$ cat src/rtl/uart_echo_pkg.sv
// Shared types and constants for the UART echo buffer.
// Optional build macro: UART_ECHO_CASE_FOLD_EN (enables fold_case on RX push).
package uart_echo_pkg;

  typedef enum logic [0:0] {
    RX_IDLE = 1'b0,
    RX_ACK  = 1'b1
  } rx_state_e;

  typedef enum logic [1:0] {
    TX_IDLE = 2'd0,
    TX_REQ  = 2'd1,
    TX_BUSY = 2'd2
  } tx_state_e;

  localparam logic [7:0] ASCII_LOWER_A = 8'h61;
  localparam logic [7:0] ASCII_LOWER_Z = 8'h7A;

  // Widths for the default 16-entry buffer; use the functions for other depths.
  localparam int unsigned FIFO_DEPTH_DEF = 16;
  localparam int unsigned LEVEL_W        = $clog2(FIFO_DEPTH_DEF + 1);
  localparam int unsigned PTR_W          = $clog2(FIFO_DEPTH_DEF);

  function automatic int unsigned level_w(input int unsigned depth);
    return $clog2(depth + 1);
  endfunction

  function automatic int unsigned ptr_w(input int unsigned depth);
    return (depth < 2) ? 1 : $clog2(depth);
  endfunction

  // ASCII lower-case letters become upper-case; everything else passes through.
  function automatic logic [7:0] fold_case(input logic [7:0] d);
    if (d >= ASCII_LOWER_A && d <= ASCII_LOWER_Z) return d & 8'hDF;
    return d;
  endfunction

endpackage

$ cat src/rtl/sync_fifo.sv
// Single-clock FIFO with a registered head word (rdata always shows the
// oldest entry while not empty). Push on full and pop on empty are ignored.
module sync_fifo
  import uart_echo_pkg::*;
#(
  parameter int unsigned DATA_WIDTH = 8,
  parameter int unsigned FIFO_DEPTH = 16
) (
  input  logic                                  clk,
  input  logic                                  reset_n,
  input  logic                                  push,
  input  logic                                  pop,
  input  logic [DATA_WIDTH-1:0]                 wdata,
  output logic [DATA_WIDTH-1:0]                 rdata,
  output logic                                  full,
  output logic                                  empty,
  output logic [$clog2(FIFO_DEPTH+1)-1:0]       level
);

  localparam int unsigned PW = ptr_w(FIFO_DEPTH);
  localparam int unsigned LW = $clog2(FIFO_DEPTH + 1);

  logic [DATA_WIDTH-1:0] mem [FIFO_DEPTH];
  logic [PW-1:0]         wr_ptr, rd_ptr, rd_next;
  logic                  do_push, do_pop;

  assign full    = (level == LW'(FIFO_DEPTH));
  assign empty   = (level == '0);
  assign do_push = push && !full;
  assign do_pop  = pop && !empty;
  // Depth is a power of two, so pointer arithmetic wraps naturally.
  assign rd_next = do_pop ? rd_ptr + PW'(1) : rd_ptr;

  // Storage array: no reset needed, contents are qualified by level.
  always_ff @(posedge clk) begin
    if (do_push) mem[wr_ptr] <= wdata;
  end

  // Pointers and occupancy.
  always_ff @(posedge clk or negedge reset_n) begin
    if (!reset_n) begin
      wr_ptr <= '0;
      rd_ptr <= '0;
      level  <= '0;
    end else begin
      if (do_push) wr_ptr <= wr_ptr + PW'(1);
      rd_ptr <= rd_next;
      case ({do_push, do_pop})
        2'b10:   level <= level + LW'(1);
        2'b01:   level <= level - LW'(1);
        default: level <= level;
      endcase
    end
  end

  // Head register: bypass the write when the incoming word becomes the new head.
  always_ff @(posedge clk or negedge reset_n) begin
    if (!reset_n)                          rdata <= '0;
    else if (do_push && wr_ptr == rd_next) rdata <= wdata;
    else                                   rdata <= mem[rd_next];
  end

endmodule

$ cat src/rtl/uart_echo_buffer.sv
// UART echo controller: RX words are acknowledged, queued and retransmitted
// in order with a request/ack + timeout-retry TX handshake, pause control,
// sticky overflow and a pulse-stretched activity LED.
// Optional build macro: UART_ECHO_CASE_FOLD_EN (fold ASCII lower to upper on push).
module uart_echo_buffer
  import uart_echo_pkg::*;
#(
  parameter int unsigned DATA_WIDTH      = 8,
  parameter int unsigned FIFO_DEPTH      = 16,
  parameter int unsigned LED_HOLD_CYCLES = 2500000,
  parameter int unsigned REQ_TIMEOUT     = 1024
) (
  input  logic                            clk,
  input  logic                            reset_n,
  input  logic                            rx_ready,
  input  logic [DATA_WIDTH-1:0]           rx_data,
  output logic                            rx_clear,
  output logic [DATA_WIDTH-1:0]           tx_data,
  output logic                            tx_request,
  input  logic                            tx_active,
  input  logic                            enable,
  input  logic                            overflow_clr,
  output logic [$clog2(FIFO_DEPTH+1)-1:0] fifo_level,
  output logic                            overflow,
  output logic                            led
);

  localparam int unsigned TMO_W = $clog2(REQ_TIMEOUT + 1);
  localparam int unsigned LED_W = $clog2(LED_HOLD_CYCLES + 1);

  if (FIFO_DEPTH < 2 || (FIFO_DEPTH & (FIFO_DEPTH - 1)) != 0) begin : g_depth_bad
    $error("FIFO_DEPTH must be a power of two and at least 2");
  end

  rx_state_e             rx_state, rx_state_d;
  tx_state_e             tx_state, tx_state_d;
  logic                  rx_clear_d, tx_request_d, overflow_d;
  logic [DATA_WIDTH-1:0] tx_data_d, push_data, fifo_rdata;
  logic [TMO_W-1:0]      tmr, tmr_d;
  logic [LED_W-1:0]      led_cnt;
  logic                  fifo_push, fifo_pop, fifo_full, fifo_empty, drop;

`ifdef UART_ECHO_CASE_FOLD_EN
  if (DATA_WIDTH != 8) begin : g_fold_bad
    $error("UART_ECHO_CASE_FOLD_EN requires DATA_WIDTH == 8");
  end else begin : g_fold
    assign push_data = fold_case(rx_data);
  end
`else
  assign push_data = rx_data;
`endif

  sync_fifo #(
    .DATA_WIDTH (DATA_WIDTH),
    .FIFO_DEPTH (FIFO_DEPTH)
  ) u_fifo (
    .clk     (clk),
    .reset_n (reset_n),
    .push    (fifo_push),
    .pop     (fifo_pop),
    .wdata   (push_data),
    .rdata   (fifo_rdata),
    .full    (fifo_full),
    .empty   (fifo_empty),
    .level   (fifo_level)
  );

  // RX handshake: one push (or drop) per rx_ready assertion, clear held until rx_ready falls.
  always_comb begin
    rx_state_d = rx_state;
    rx_clear_d = rx_clear;
    fifo_push  = 1'b0;
    drop       = 1'b0;
    case (rx_state)
      RX_IDLE: begin
        if (rx_ready) begin
          if (fifo_full) drop      = 1'b1;
          else           fifo_push = 1'b1;
          rx_clear_d = 1'b1;
          rx_state_d = RX_ACK;
        end
      end
      RX_ACK: begin
        if (!rx_ready) begin
          rx_clear_d = 1'b0;
          rx_state_d = RX_IDLE;
        end
      end
      default: begin
        rx_clear_d = 1'b0;
        rx_state_d = RX_IDLE;
      end
    endcase
  end

  // RX state and registered clear.
  always_ff @(posedge clk or negedge reset_n) begin
    if (!reset_n) begin
      rx_state <= RX_IDLE;
      rx_clear <= 1'b0;
    end else begin
      rx_state <= rx_state_d;
      rx_clear <= rx_clear_d;
    end
  end

  // TX handshake: request the head, pop only once the transmitter answers, retry on timeout.
  always_comb begin
    tx_state_d   = tx_state;
    tx_request_d = tx_request;
    tx_data_d    = tx_data;
    tmr_d        = tmr;
    fifo_pop     = 1'b0;
    case (tx_state)
      TX_IDLE: begin
        if (enable && !fifo_empty && !tx_active) begin
          tx_data_d    = fifo_rdata;
          tx_request_d = 1'b1;
          tmr_d        = '0;
          tx_state_d   = TX_REQ;
        end
      end
      TX_REQ: begin
        if (tx_active) begin
          tx_request_d = 1'b0;
          fifo_pop     = 1'b1;
          tx_state_d   = TX_BUSY;
        end else if (tmr == TMO_W'(REQ_TIMEOUT - 1)) begin
          tx_request_d = 1'b0;
          tx_state_d   = TX_IDLE;
        end else begin
          tmr_d = tmr + TMO_W'(1);
        end
      end
      TX_BUSY: begin
        if (!tx_active) tx_state_d = TX_IDLE;
      end
      default: begin
        tx_request_d = 1'b0;
        tx_state_d   = TX_IDLE;
      end
    endcase
  end

  // TX state, request, data and timeout counter.
  always_ff @(posedge clk or negedge reset_n) begin
    if (!reset_n) begin
      tx_state   <= TX_IDLE;
      tx_request <= 1'b0;
      tx_data    <= '0;
      tmr        <= '0;
    end else begin
      tx_state   <= tx_state_d;
      tx_request <= tx_request_d;
      tx_data    <= tx_data_d;
      tmr        <= tmr_d;
    end
  end

  // Sticky overflow: a drop in the same cycle as a clear keeps the flag set.
  assign overflow_d = drop ? 1'b1 : (overflow_clr ? 1'b0 : overflow);

  // Overflow flag register.
  always_ff @(posedge clk or negedge reset_n) begin
    if (!reset_n) overflow <= 1'b0;
    else          overflow <= overflow_d;
  end

  // Activity LED: reload on every accepted word, lit while the countdown runs.
  always_ff @(posedge clk or negedge reset_n) begin
    if (!reset_n) begin
      led_cnt <= '0;
      led     <= 1'b0;
    end else if (fifo_push) begin
      led_cnt <= LED_W'(LED_HOLD_CYCLES);
      led     <= (LED_HOLD_CYCLES != 0);
    end else if (led_cnt != '0) begin
      led_cnt <= led_cnt - LED_W'(1);
      led     <= (led_cnt != LED_W'(1));
    end
  end

endmodule

$ cat config.mk
export PLATFORM = sky130hd
export DESIGN_NAME = uart_echo_buffer
export DESIGN_NICKNAME = d
export VERILOG_FILES = /design/src/rtl/uart_echo_pkg.sv /design/src/rtl/sync_fifo.sv /design/src/rtl/uart_echo_buffer.sv
export SDC_FILE = /design/constraint.sdc
export NUM_CORES = 1
export LEC_CHECK = 0
export ABC_AREA = 0
export CORE_UTILIZATION = 30
export DETAILED_ROUTE_END_ITERATION = 6
export GPL_TIMING_DRIVEN = 1
export SLEW_MARGIN = 5
export SYNTH_ARGS = -nofsm -noshare
export SYNTH_HDL_FRONTEND = slang
export SYNTH_SLANG_ARGS = --single-unit
$ cat constraint.sdc
create_clock -name clk -period 7.1 [get_ports clk]
set_input_delay 1.42 -clock clk [delete_from_list [all_inputs] [get_ports clk]]
set_output_delay 1.42 -clock clk [all_outputs]
set_load 0.05 [all_outputs]
# [Word level (Yosys, flattened, before mapping)]
# Memory sizes are Yosys's and may differ from the RTL's. A register that Yosys moved wholly into a read port is not among the register bits.
# Cells that the tools add are included.
[classes] n_addsub=6 n_eq_ne=14 muxes=35 n_bitwise=2 n_reduce_logical=20
[ops] cell="22-bit 2-to-1 mux" n=2
[ops] cell="11-bit 2-to-1 mux" n=3
[ops] cell="22-bit by 1-bit != test with 1-bit output, second input constant" n=1
[ops] cell="11-bit case mux with 2 select lines" n=1
[ops] cell="22-bit nonzero test" n=1
[ops] cell="22-bit by 1-bit subtractor with 22-bit output, second input constant" n=1
[ops] cell="1-bit 2-to-1 mux" n=20
[ops] cell="2-bit != test, second input constant" n=6
[ops] cell="11-bit by 1-bit adder with 11-bit output, second input constant" n=1
[ops] cell="11-bit by 10-bit == test with 1-bit output, second input constant" n=1
[ops] cell="5-bit case mux with 2 select lines" n=1
[ops] cell="4-bit by 1-bit adder with 4-bit output, second input constant" n=2
[ops] cell="2-bit 2-to-1 mux" n=4
[ops] cell="2-bit nonzero test" n=4
[ops] cell="2-bit case mux with 3 select lines" n=1
[ops] cell="3-bit AND reduction" n=2
[ops] cell="5-bit by 1-bit adder with 5-bit output, second input constant" n=1
[ops] cell="5-bit == test, second input constant" n=1
[ops] cell="5-bit zero test" n=1
[ops] cell="5-bit by 1-bit subtractor with 5-bit output, second input constant" n=1
[ops] cell="2-bit by 1-bit == test with 1-bit output, second input constant" n=2
[ops] cell="2-bit == test, second input constant" n=2
[ops] cell="1-bit logical AND" n=4
[ops] cell="1-bit zero test" n=4
[ops] cell="other kinds (8)" n=10
[word_totals] ff_bits=61 ram_bits=128 input_bits=14 out_inout_bits=17 elab_cells=90 n_memories=1
[mem_list] memory="u_fifo.mem" words=16 word_bits=8 read_ports=1 rd_ports_with_merged_regs=1 wr=1 line="sync_fifo.sv:23" text="logic [DATA_WIDTH-1:0] mem [FIFO_DEPTH];"

# [Depth between registers and ports, before layout]
# Gate-level depths: netlist of run 1.
[depth] depth_word=7 mapped_depth=16

# [By module]
# From an unflattened synthesis of run 1, not the netlist that was laid out.
[unflattened] cells_unflattened=825 hier_area_um2=10302.4
[modules_own_cells] module="sync_fifo" instances=1 cells_each=543 area_per_inst_um2=7623.6 seq_area_each_um2=4369.2
[modules_own_cells] module="uart_echo_buffer" instances=1 cells_each=282 area_per_inst_um2=2678.8 seq_area_each_um2=1201.2

# [Worst setup path before layout of run 1]
# No wires, ideal clock.
[synth_timing] path_type="input to register" from="input tx_active" to="register u_fifo.level[4]" t_arrival_ps=3792 required_ps=6977 setup_slack_ps=3185 stages=15 n_path_buf=3 path_cell_list="and3b_1 o21ai_1 buf_2 buf_2 inv_1 ha_1 clkbuf_1 xor2_1 ha_1 o21a_1 o22a_1 a21oi_1 xor2_1 nor2_1 xnor2_1"
[synth_via] elab_chain_len=5 word_cells_on_any_way=7 cone_classes="eq/ne: 2; mux: 3; reduce/logical: 2"
[synth_lines] item="from (decl)" line="uart_echo_buffer.sv:20" text="input logic tx_active,"
[synth_lines] item="1-bit 2-to-1 mux (*)" line="uart_echo_buffer.sv:124" text="if (tx_active) begin"
[synth_lines] item="1-bit 2-to-1 mux (*)" line="uart_echo_buffer.sv:114" text="case (tx_state)"
[synth_lines] item="1-bit logical AND (*)" line="sync_fifo.sv:30" text="assign do_pop = pop && !empty;"
[synth_lines] item="2-bit by 1-bit == test with 1-bit output or 2-bit == test (tied branches)" line="sync_fifo.sv:48" text="case ({do_push, do_pop})"
[synth_lines] item="5-bit case mux with 2 select lines or 2-bit nonzero test (tied branches)"
[synth_lines] item="to (signal assigned)" line="sync_fifo.sv:49" text="2'b10: level <= level + LW'(1);"
[synth_lines] item="to (signal assigned)" line="sync_fifo.sv:50" text="2'b01: level <= level - LW'(1);"
[synth_lines] item="to (signal assigned)" line="sync_fifo.sv:51" text="default: level <= level;"
[synth_lines] item="to (decl)" line="sync_fifo.sv:17" text="output logic [$clog2(FIFO_DEPTH+1)-1:0] level"
# Every way passes the cells marked *; elsewhere a longest branch is shown, timed or not.
# A chain may end at the register's enable or synchronous reset.

# [Worst setup path in the final report of run 1]
[layout_timing] from="input rx_ready" to="register u_fifo.level[4]"
[layout_via] elab_chain_len=5 word_cells_on_any_way=7 cone_classes="eq/ne: 2; mux: 3; reduce/logical: 2"
[layout_lines] item="from (decl)" line="uart_echo_buffer.sv:15" text="input logic rx_ready,"
[layout_lines] item="1-bit 2-to-1 mux (*)" line="uart_echo_buffer.sv:76" text="if (rx_ready) begin"
[layout_lines] item="1-bit 2-to-1 mux (*)" line="uart_echo_buffer.sv:74" text="case (rx_state)"
[layout_lines] item="1-bit logical AND (*)" line="sync_fifo.sv:29" text="assign do_push = push && !full;"
[layout_lines] item="2-bit by 1-bit == test with 1-bit output or 2-bit == test (tied branches)" line="sync_fifo.sv:48"
[layout_lines] item="5-bit case mux with 2 select lines or 2-bit nonzero test (tied branches)"
# Marked as above.

==> impl_metrics.ini, run 1 <==
[sta]
rsz0062_at_grt = no
finalHoldViolCount = 0
timing.fmax_ghz = 0.250
layout_setup_ws_ns = 3.11
setup_tns_ns = 0
worst_pin_slew_ns = 1.04
whs_ns = 0.446
fin_crit_sh = 0.562
slew_viol_final = 0
fin_skew_ns = 0.0106
setup_viol = 0
min_period_ns = 3.99
relSlewSlack = 0.302

[final_layout]
layout.nets = 698
syn2layout_area_growth_pct = 13.9
n_fill_cell = 2885
final_cells = 1081
fin_util = 0.351
drive_above_1_share = 0.182
antenna_cells = 0

[clocking]
clk_latency_ns = 0.43
clock_sinks = 197
cts.htree.levels = 4
post_cts_buffers = 0
root_buffer = clkbuf_16
max-clock-path-buffers = 2
clk_pin_slew_ns = 0.07
cts_made_buffers = 17
cts_resized = 0
tritoncts = done
ctsHoldBuffers = 0

[global_routing]
grt_pass1_vias = 5317
antenna_found_initial = 0
track_usage = 0.123
grt-ovfl-total = 0
grt_pass1_wl_mm = 30.6
grt_max_degree = 70

[die]
die-area_mm2 = 0.0324
die_h_um = 180
row_count = 64
core_mm2 = 0.0308
io-pin-count = 31
die_width_um = 180
start_util = 0.308

[critical_path]
end_kind = flop
critical_path_class = input pin to flop
ff2ff_setup_slack_ns = 3.66
r2r_end = u_fifo.level[4]$_DFFE_PN0P_
r2r_start = u_fifo.level[1]$_DFFE_PN0P_
path_cells = clkdlybuf4s50_1, nand2_1, a21oi_2, buf_4, inv_1, ha_1, xor2_1, ha_1, o21a_1, o22a_1, a21oi_1, xor2_1, nor2_1, xnor2_1
required_ns = 7.41
critical_path_arrival_ns = 4.31
cpMaxStageDelayCell = clkdlybuf4s50_1
crit_path_max_fanout = 24
rr_worst_depth = 13
crit_path_start_kind = input pin
cpPeakStageDelay_ns = 0.49

[yosys]
synth_area_leaders = edfxtp_1, dfrtp_1, mux4_2
synth_cell_type_count = 57
syn_avg_cell_area_um2 = 14.6
syn_inst = 652
yosysWarnings = 0
synth_top_cell_by_area = edfxtp_1
yosysSeqAreaShare = 0.587
yosysTopAreaCellShare = 0.405
synth_flop_cell = edfxtp_1
syn_area_mm2 = 0.00949
synth_edf_count = 128
synth_fp_nets = 678
ys_async_sr_fraction = 0.350
synth_seq_cells = 197

[placed_design]
dp_cells = 1049
routabilityCongestion = 0.711
pre_cts_slack_ns = 2.65
portBuffers = 30
dp_hpwl_mm = 12.3

[routing]
antenna_left = 0
via_per_inst = 5.04
totalWireLength_mm = 19.2
dr.pass1.iters = 7
drtIter0Drc = 432
drc = 2
vias = 5445
wire_per_inst_um = 17.8

[worst_hold_path]
hp-class = flop to flop
hold_depth = 2
hold_end = tx_data[3]$_DFFE_PN0P_
hp-start = u_fifo.rdata[3]$_DFF_PN0_

[run_status]
status = finished with violations
violations = design-rule violations

[pwr]
power_density_mw_per_mm2 = 383
p_leak_nw = 3.92
ir_drop_uv = 207

[job]
maxCapViolCount = 0
-- worst max-delay path, delay by kind of cell --
family                   cells  cell delay (ns)
AND/OR/NAND/NOR              2             0.16
XOR/XNOR                     3             0.46
AO/OA/AOI/OAI                4             0.65
adder cells (fa/ha/maj)      2             0.60
buffers and inverters        3             1.01
-- how the worst max path moves through the flow --
stage                         start                           to  slack, ns  cells after the start
after floorplan           tx_active  u_fifo.level[4]$_DFFE_PN0P_       3.18                     15
after global placement     rx_ready  u_fifo.level[4]$_DFFE_PN0P_       2.69                     14
after detailed placement   rx_ready  u_fifo.level[4]$_DFFE_PN0P_       2.65                     14
after CTS                  rx_ready  u_fifo.level[4]$_DFFE_PN0P_       3.09                     14
after global routing       rx_ready  u_fifo.level[4]$_DFFE_PN0P_       2.86                     14
final                      rx_ready  u_fifo.level[4]$_DFFE_PN0P_       3.11                     14
-- layer usage --
metal	vias to the layer above	part of all wire	global-route usage	routed length, um
met3	14	0.035	0.0263	665
met1	2816	0.45	0.157	8560
met2	83	0.51	0.210	9780
met4	0	0.011	0.0359	204
met5	-	0	0	0
li1	2532	-	-	-
-- sequential cells by signal, indices dropped and copies added (netlist names) --
name	count
u_fifo.mem	128
led_cnt	22
tmr	11
tx_data	8
u_fifo.rdata	8
u_fifo.level	5
u_fifo.rd_ptr	4
u_fifo.wr_ptr	4
tx_state	2
led	1
overflow	1
rx_clear	1
rx_state	1
tx_request	1
-- per-stage QoR --
step                      cell area, um^2  power (mW)
after floorplan                      9490        2.78
after global placement              10200        3.21
after detailed placement            10200        3.21
after CTS                           10800        4.19
after global routing                10800        4.36
final                               10800        4.14
-- synthesized netlist by cell type (all sizes together) (3+ instances only) --
cell type  number
a211oi          9
a21oi          12
a31oi           3
and2           13
and3           12
buf            15
clkbuf         21
dfrtp          69
edfxtp        128
ha             12
inv            22
mux2           11
mux2i          34
mux4           64
nand2          54
nand3          11
nand4           5
nor2           34
nor3           16
nor4            4
o211a           3
o21ai          14
o22ai          10
or3             5
or4             5
xnor2          21
xor2           18
-- layout by cell type (no fill, tap or decap), types with 11 or more instances in the layout --
cell type and n:
o21ai_0 13, and3_1 12, clkbuf_16 17, edfxtp_1 128, nor3_1 16, inv_1 22, clkdlybuf4s50_1 29, nand3_1 11
ha_1 12, xor2_1 18, a21oi_1 11, and2_1 13, dfrtp_1 67, mux2i_1 33, nand2_1 54, nor2_1 34
mux4_2 64, xnor2_1 21
-- report_power, final --
part | total (mW) | leakage, nW | internal (mW) | switching, mW
logic | 1.62 | 1.64 | 0.765 | 0.859
registers | 1.55 | 1.99 | 1.38 | 0.162
clock network | 0.968 | 0.284 | 0.529 | 0.439
total | 4.14 | 3.92 | 2.68 | 1.46
-- logic make-up after synthesis --
group / after synthesis / share of synthesized area
compound gates: 65 / 0.0453
xor+xnor: 39 / 0.0360
fa+ha+maj: 13 / 0.0169
buf+inv: 58 / 0.0236
flops: 197 / 0.587
mux: 109 / 0.201
simple gates: 171 / 0.0903
-- area by class of cell --
| type | count | area [um^2] | area share |
|---|---|---|---|
| sequential | 197 | 5580 | 0.516 |
| multi-input combinational | 397 | 3710 | 0.343 |
| tap | 396 | 495 | 0.0458 |
| clock buffer | 17 | 425 | 0.0393 |
| timing repair buffer | 37 | 350 | 0.0324 |
| clock inverter | 15 | 170 | 0.0157 |
| inverter | 22 | 82.6 | 0.00764 |
(Power assumes the default switching activity.)
==> run 2, diff against run 1 <==
==> constraint.sdc (replaced) <==
create_clock -name clk -period 3.8 [get_ports clk]
set_input_delay 0.76 -clock clk [delete_from_list [all_inputs] [get_ports clk]]
set_output_delay 0.76 -clock clk [all_outputs]
set_load 0.05 [all_outputs]
==> impl_metrics.ini, run 2 (synthesis results as in run 1) <==
[routing]
dr.pass1.iters = 6
antenna_left = 0
drc = 2
wire_per_inst_um = 18.1
via_per_inst = 4.97
drtIter0Drc = 358
totalWireLength_mm = 19.7
vias = 5403

[clocking]
ctsHoldBuffers = 0
cts_resized = 0
clk_pin_slew_ns = 0.08
post_cts_buffers = 0
max-clock-path-buffers = 2
tritoncts = done
root_buffer = clkbuf_16
clk_latency_ns = 0.43
clock_sinks = 197
cts.htree.levels = 4
cts_made_buffers = 17

[placed_design]
dp_cells = 1056
routabilityCongestion = 0.747
portBuffers = 30
place_area_mm2 = 0.0103
pre_cts_slack_ns = 0.544
dp_hpwl_mm = 13.2

[critical_path]
r2r_start = u_fifo.level[1]$_DFFE_PN0P_
end_kind = flop
crit_path_max_fanout = 10
ff2ff_setup_slack_ns = 0.76
critical_path_class = flop to flop
cpPeakStageDelay_ns = 0.65
required_ns = 4.12
crit_path_start_kind = flop
path_cells = or4_1, o21ai_4, inv_1, ha_1, xor2_1, ha_1, o21a_1, o22a_1, a21oi_1, xor2_1, nor2_1, xnor2_1
r2r_end = u_fifo.level[4]$_DFFE_PN0P_
rr_worst_depth = 12
critical_path_arrival_ns = 3.36
cpMaxStageDelayCell = or4_1

[global_routing]
antenna_found_initial = 0
grt_pass1_wl_mm = 31.6
track_usage = 0.127
grt_pass1_vias = 5580
grt_max_degree = 70
grt-ovfl-total = 0

[final_layout]
post-route-cell-area_mm2 = 0.0108
top_regs = u_fifo.mem: 128 flops, led_cnt: 22 flops, tmr: 11 flops
antenna_cells = 0
layout_commonest_cell = edfxtp_1
layout.nets = 705
drive_above_1_share = 0.192
fin_util = 0.352
max_flop_register = u_fifo.mem
final_cells = 1088
syn2layout_area_growth_pct = 14.3
layout_common_cells = edfxtp_1, dfrtp_1, mux4_2
multiInputGateArea_mm2 = 0.00371
n_fill_cell = 2887
regArea_mm2 = 0.00558
largest_reg_flops = 128

[sta]
timing.fmax_ghz = 0.329
layout_setup_ws_ns = 0.763
relSlewSlack = 0.402
setup_viol = 0
rsz0062_at_grt = no
whs_ns = 0.419
min_period_ns = 3.04
worst_pin_slew_ns = 0.897
finalHoldViolCount = 0
setup_tns_ns = 0
slew_viol_final = 0
fin_crit_sh = 0.799
fin_skew_ns = 0.0110

[run_status]
violations = design-rule violations
status = finished with violations

[pwr]
p_switching_mw = 2.79
p_leak_nw = 3.95
power_density_mw_per_mm2 = 711
clockPowerShare = 0.223
p_seq_frac = 0.376
netSwitchingFraction = 0.362
p_int_mw = 4.92
power_mw = 7.71
p_comb_frac = 0.401
ir_drop_uv = 376

[die]
die-area_mm2 = 0.0324
start_util = 0.308
io-pin-count = 31
die_h_um = 180
row_count = 64
core_mm2 = 0.0308
die_width_um = 180

[job]
maxCapViolCount = 0

[worst_hold_path]
hp-class = input pin to asynchronous set/reset pin
[run 2: how the worst max path moves through the flow]
| stage | depth (start not counted) | slack (ns) | startpoint | endpoint |
|---|---|---|---|---|
| CTS | 12 | 0.73 | u_fifo.level[1]$_DFFE_PN0P_ | u_fifo.level[4]$_DFFE_PN0P_ |
| detailed placement | 13 | 0.54 | tx_active | u_fifo.level[4]$_DFFE_PN0P_ |
| finish | 12 | 0.76 | u_fifo.level[1]$_DFFE_PN0P_ | u_fifo.level[4]$_DFFE_PN0P_ |
| floorplan | 16 | 0.06 | u_fifo.level[1]$_DFFE_PN0P_ | u_fifo.level[4]$_DFFE_PN0P_ |
| global placement | 13 | 0.56 | tx_active | u_fifo.level[4]$_DFFE_PN0P_ |
| global route | 12 | 0.48 | u_fifo.level[1]$_DFFE_PN0P_ | u_fifo.level[4]$_DFFE_PN0P_ |
[run 2: critical path, delay by kind of cell (launching register included)]
kind,cells,cell delay (ns)
XOR/XNOR,3,0.43
flip-flops,1,0.48
AO/OA/AOI/OAI,4,0.78
AND/OR/NAND/NOR,2,0.72
adder cells (fa/ha/maj),2,0.43
buffers and inverters,1,0.09
[run 2: power groups by stage]
stage	Sequential, mW	Combinational (mW)	Clock (mW)
4_1_cts	2.90	3.15	1.77
3_3_place_gp	2.94	3.12	0
2_1_floorplan	3.02	2.18	0
5_1_grt	2.95	3.36	1.84
6_report	2.90	3.09	1.72
3_5_place_dp	2.94	3.14	0
[run 2: final cells by class]
| cell class | count | share of cell area |
|---|---|---|
| clock buffers | 17 | 0.0392 |
| clock inverters | 15 | 0.0129 |
| inverters | 22 | 0.00761 |
| multi-input cells | 397 | 0.342 |
| flip-flops and latches | 197 | 0.514 |
| well taps | 396 | 0.0457 |
| repair buffers | 44 | 0.0383 |
[run 2: metal layers]
metal  part of all wire  GRT usage  vias up  wire length (um)
li1                   -          -     2556                 -
met1               0.44      0.165     2741              8720
met2               0.50      0.214       92              9760
met3              0.050     0.0271       14               983
met4              0.010     0.0383        0               204
met5                  0          0        -                 0
==> run 3, diff against run 2 <==
==> constraint.sdc (replaced) <==
create_clock -name clk -period 3 [get_ports clk]
set_input_delay 0.6 -clock clk [delete_from_list [all_inputs] [get_ports clk]]
set_output_delay 0.6 -clock clk [all_outputs]
set_load 0.05 [all_outputs]
==> impl_metrics.ini, run 3 (synthesis results as in run 1) <==
[sta]
fin_skew_ns = 0.0248
relSlewSlack = 0.336
finalHoldViolCount = 0
slew_viol_final = 0
worst_pin_slew_ns = 0.980
setup_viol = 0
rsz0062_at_grt = no
setup_tns_ns = 0
fin_crit_sh = 0.920
timing.fmax_ghz = 0.362
min_period_ns = 2.76

[clocking]
clk_pin_slew_ns = 0.08
ctsHoldBuffers = 0
tritoncts = done
cts_resized = 0
cts_made_buffers = 17
max-clock-path-buffers = 2
clk_latency_ns = 0.44
root_buffer = clkbuf_16
cts.htree.levels = 4
post_cts_buffers = 0
clock_sinks = 197

[pwr]
clockPowerShare = 0.240
p_switching_mw = 3.45
p_seq_frac = 0.356
p_leak_nw = 4.08
netSwitchingFraction = 0.342
p_comb_frac = 0.404
ir_drop_uv = 605
p_int_mw = 6.64
power_density_mw_per_mm2 = 909

[routing]
wire_per_inst_um = 18.2
vias = 5556
dr.pass1.iters = 5
drc = 0
via_per_inst = 5.02
totalWireLength_mm = 20.1
drtIter0Drc = 301
antenna_left = 0

[global_routing]
grt_pass1_vias = 5706
grt_max_degree = 69
grt_pass1_wl_mm = 32.0
track_usage = 0.130
grt-ovfl-total = 0
antenna_found_initial = 0

[final_layout]
layout.nets = 723
fin_util = 0.360
antenna_cells = 0
drive_above_1_share = 0.221
syn2layout_area_growth_pct = 17.1
n_fill_cell = 2886
multiInputGateArea_mm2 = 0.00374
layout_commonest_cell = edfxtp_1
layout_common_cells = edfxtp_1, mux4_2, dfrtp_1
largest_reg_flops = 128
top_regs = u_fifo.mem: 128 flops, led_cnt: 22 flops, tmr: 11 flops
regArea_mm2 = 0.00558
max_flop_register = u_fifo.mem

[die]
die_h_um = 180
start_util = 0.308
core_mm2 = 0.0308
die-area_mm2 = 0.0324
io-pin-count = 31
die_width_um = 180
row_count = 64

[critical_path]
crit_path_max_fanout = 36
r2r_end = u_fifo.rdata[4]$_DFF_PN0_
end_kind = flop
r2r_start = u_fifo.level[0]$_DFFE_PN0P_
critical_path_arrival_ns = 3.11
ff2ff_setup_slack_ns = 0.24
crit_path_start_kind = flop
required_ns = 3.35
rr_worst_depth = 8
startpoint = u_fifo.level[0]$_DFFE_PN0P_
setup.worst_path.end = u_fifo.rdata[4]$_DFF_PN0_
critical_path_class = flop to flop

[worst_hold_path]
hp-class = input pin to asynchronous set/reset pin

[job]
maxCapViolCount = 0

[placed_design]
routabilityCongestion = 0.737
portBuffers = 30
dp_hpwl_mm = 13.0

[run_status]
status = finished clean
[run 3: cell count changes in the layout (fill, tap and decap cells not counted), sizes merged]
cell,before,now
clkinv,5,4
bufinv,0,4
buf,15,33
inv,30,26
clkbuf,17,18
[run 3: layout make-up]
cell class                 instances  share of cell area
clock buffer                      18              0.0386
clock inverter                    14              0.0179
inverter                          22             0.00766
multi-input combinational        397               0.336
sequential                       197               0.502
tap                              396              0.0446
timing repair buffer              62              0.0529
[run 3: layer usage]
metal	vias to the layer above	routed length, um	track usage	part of all wire
met5	-	0	0	0
met4	0	217	0.0490	0.011
met3	8	570	0.0217	0.028
met2	69	10600	0.229	0.53
met1	2889	8700	0.159	0.43
li1	2590	-	-	-
[run 3: per-stage QoR]
stage	cells	hold slack [ns]	total power, mW	setup slack (ns)	instance area [um^2]
6_report	1106	0.179	10.1	0.239	11100
5_1_grt	1106	0.241	10.7	0.111	11100
3_3_place_gp	1074	0.426	7.73	0.0929	10500
4_1_cts	1106	0.238	10.2	0.248	11100
2_1_floorplan	652	0.304	6.65	-0.221	9560
3_5_place_dp	1074	0.425	7.79	0.0587	10500
[run 3: how the worst min path moves through the flow]
stage / endpoint / depth (start not counted) / start
after CTS: led_cnt[1]$_DFFE_PN0P_ / 1 / reset_n
final: led_cnt[1]$_DFFE_PN0P_ / 1 / reset_n
after detailed placement: tx_data[2]$_DFFE_PN0P_ / 2 / u_fifo.rdata[2]$_DFF_PN0_
after global placement: tx_data[2]$_DFFE_PN0P_ / 2 / u_fifo.rdata[2]$_DFF_PN0_
after floorplan: led$_DFFE_PN0P_ / 0 / reset_n
after global routing: led_cnt[0]$_DFFE_PN0P_ / 1 / reset_n
[run 3: critical path: stages (launching register included)]
cell     delay (ns)
dfrtp_2        0.45
or4_4          0.59
o21ai_4        0.21
buf_12         0.28
mux2_2         0.40
xnor2_1        0.12
and3_1         0.21
buf_12         0.15
mux2i_1        0.21
[run 3: power groups by stage]
stage / logic, mW / clock network (mW) / registers (mW)
global route: 4.42 / 2.58 / 3.66
global placement: 4.07 / 0 / 3.65
detailed placement: 4.13 / 0 / 3.66
floorplan: 2.81 / 0 / 3.83
finish: 4.08 / 2.42 / 3.60
CTS: 4.14 / 2.48 / 3.60
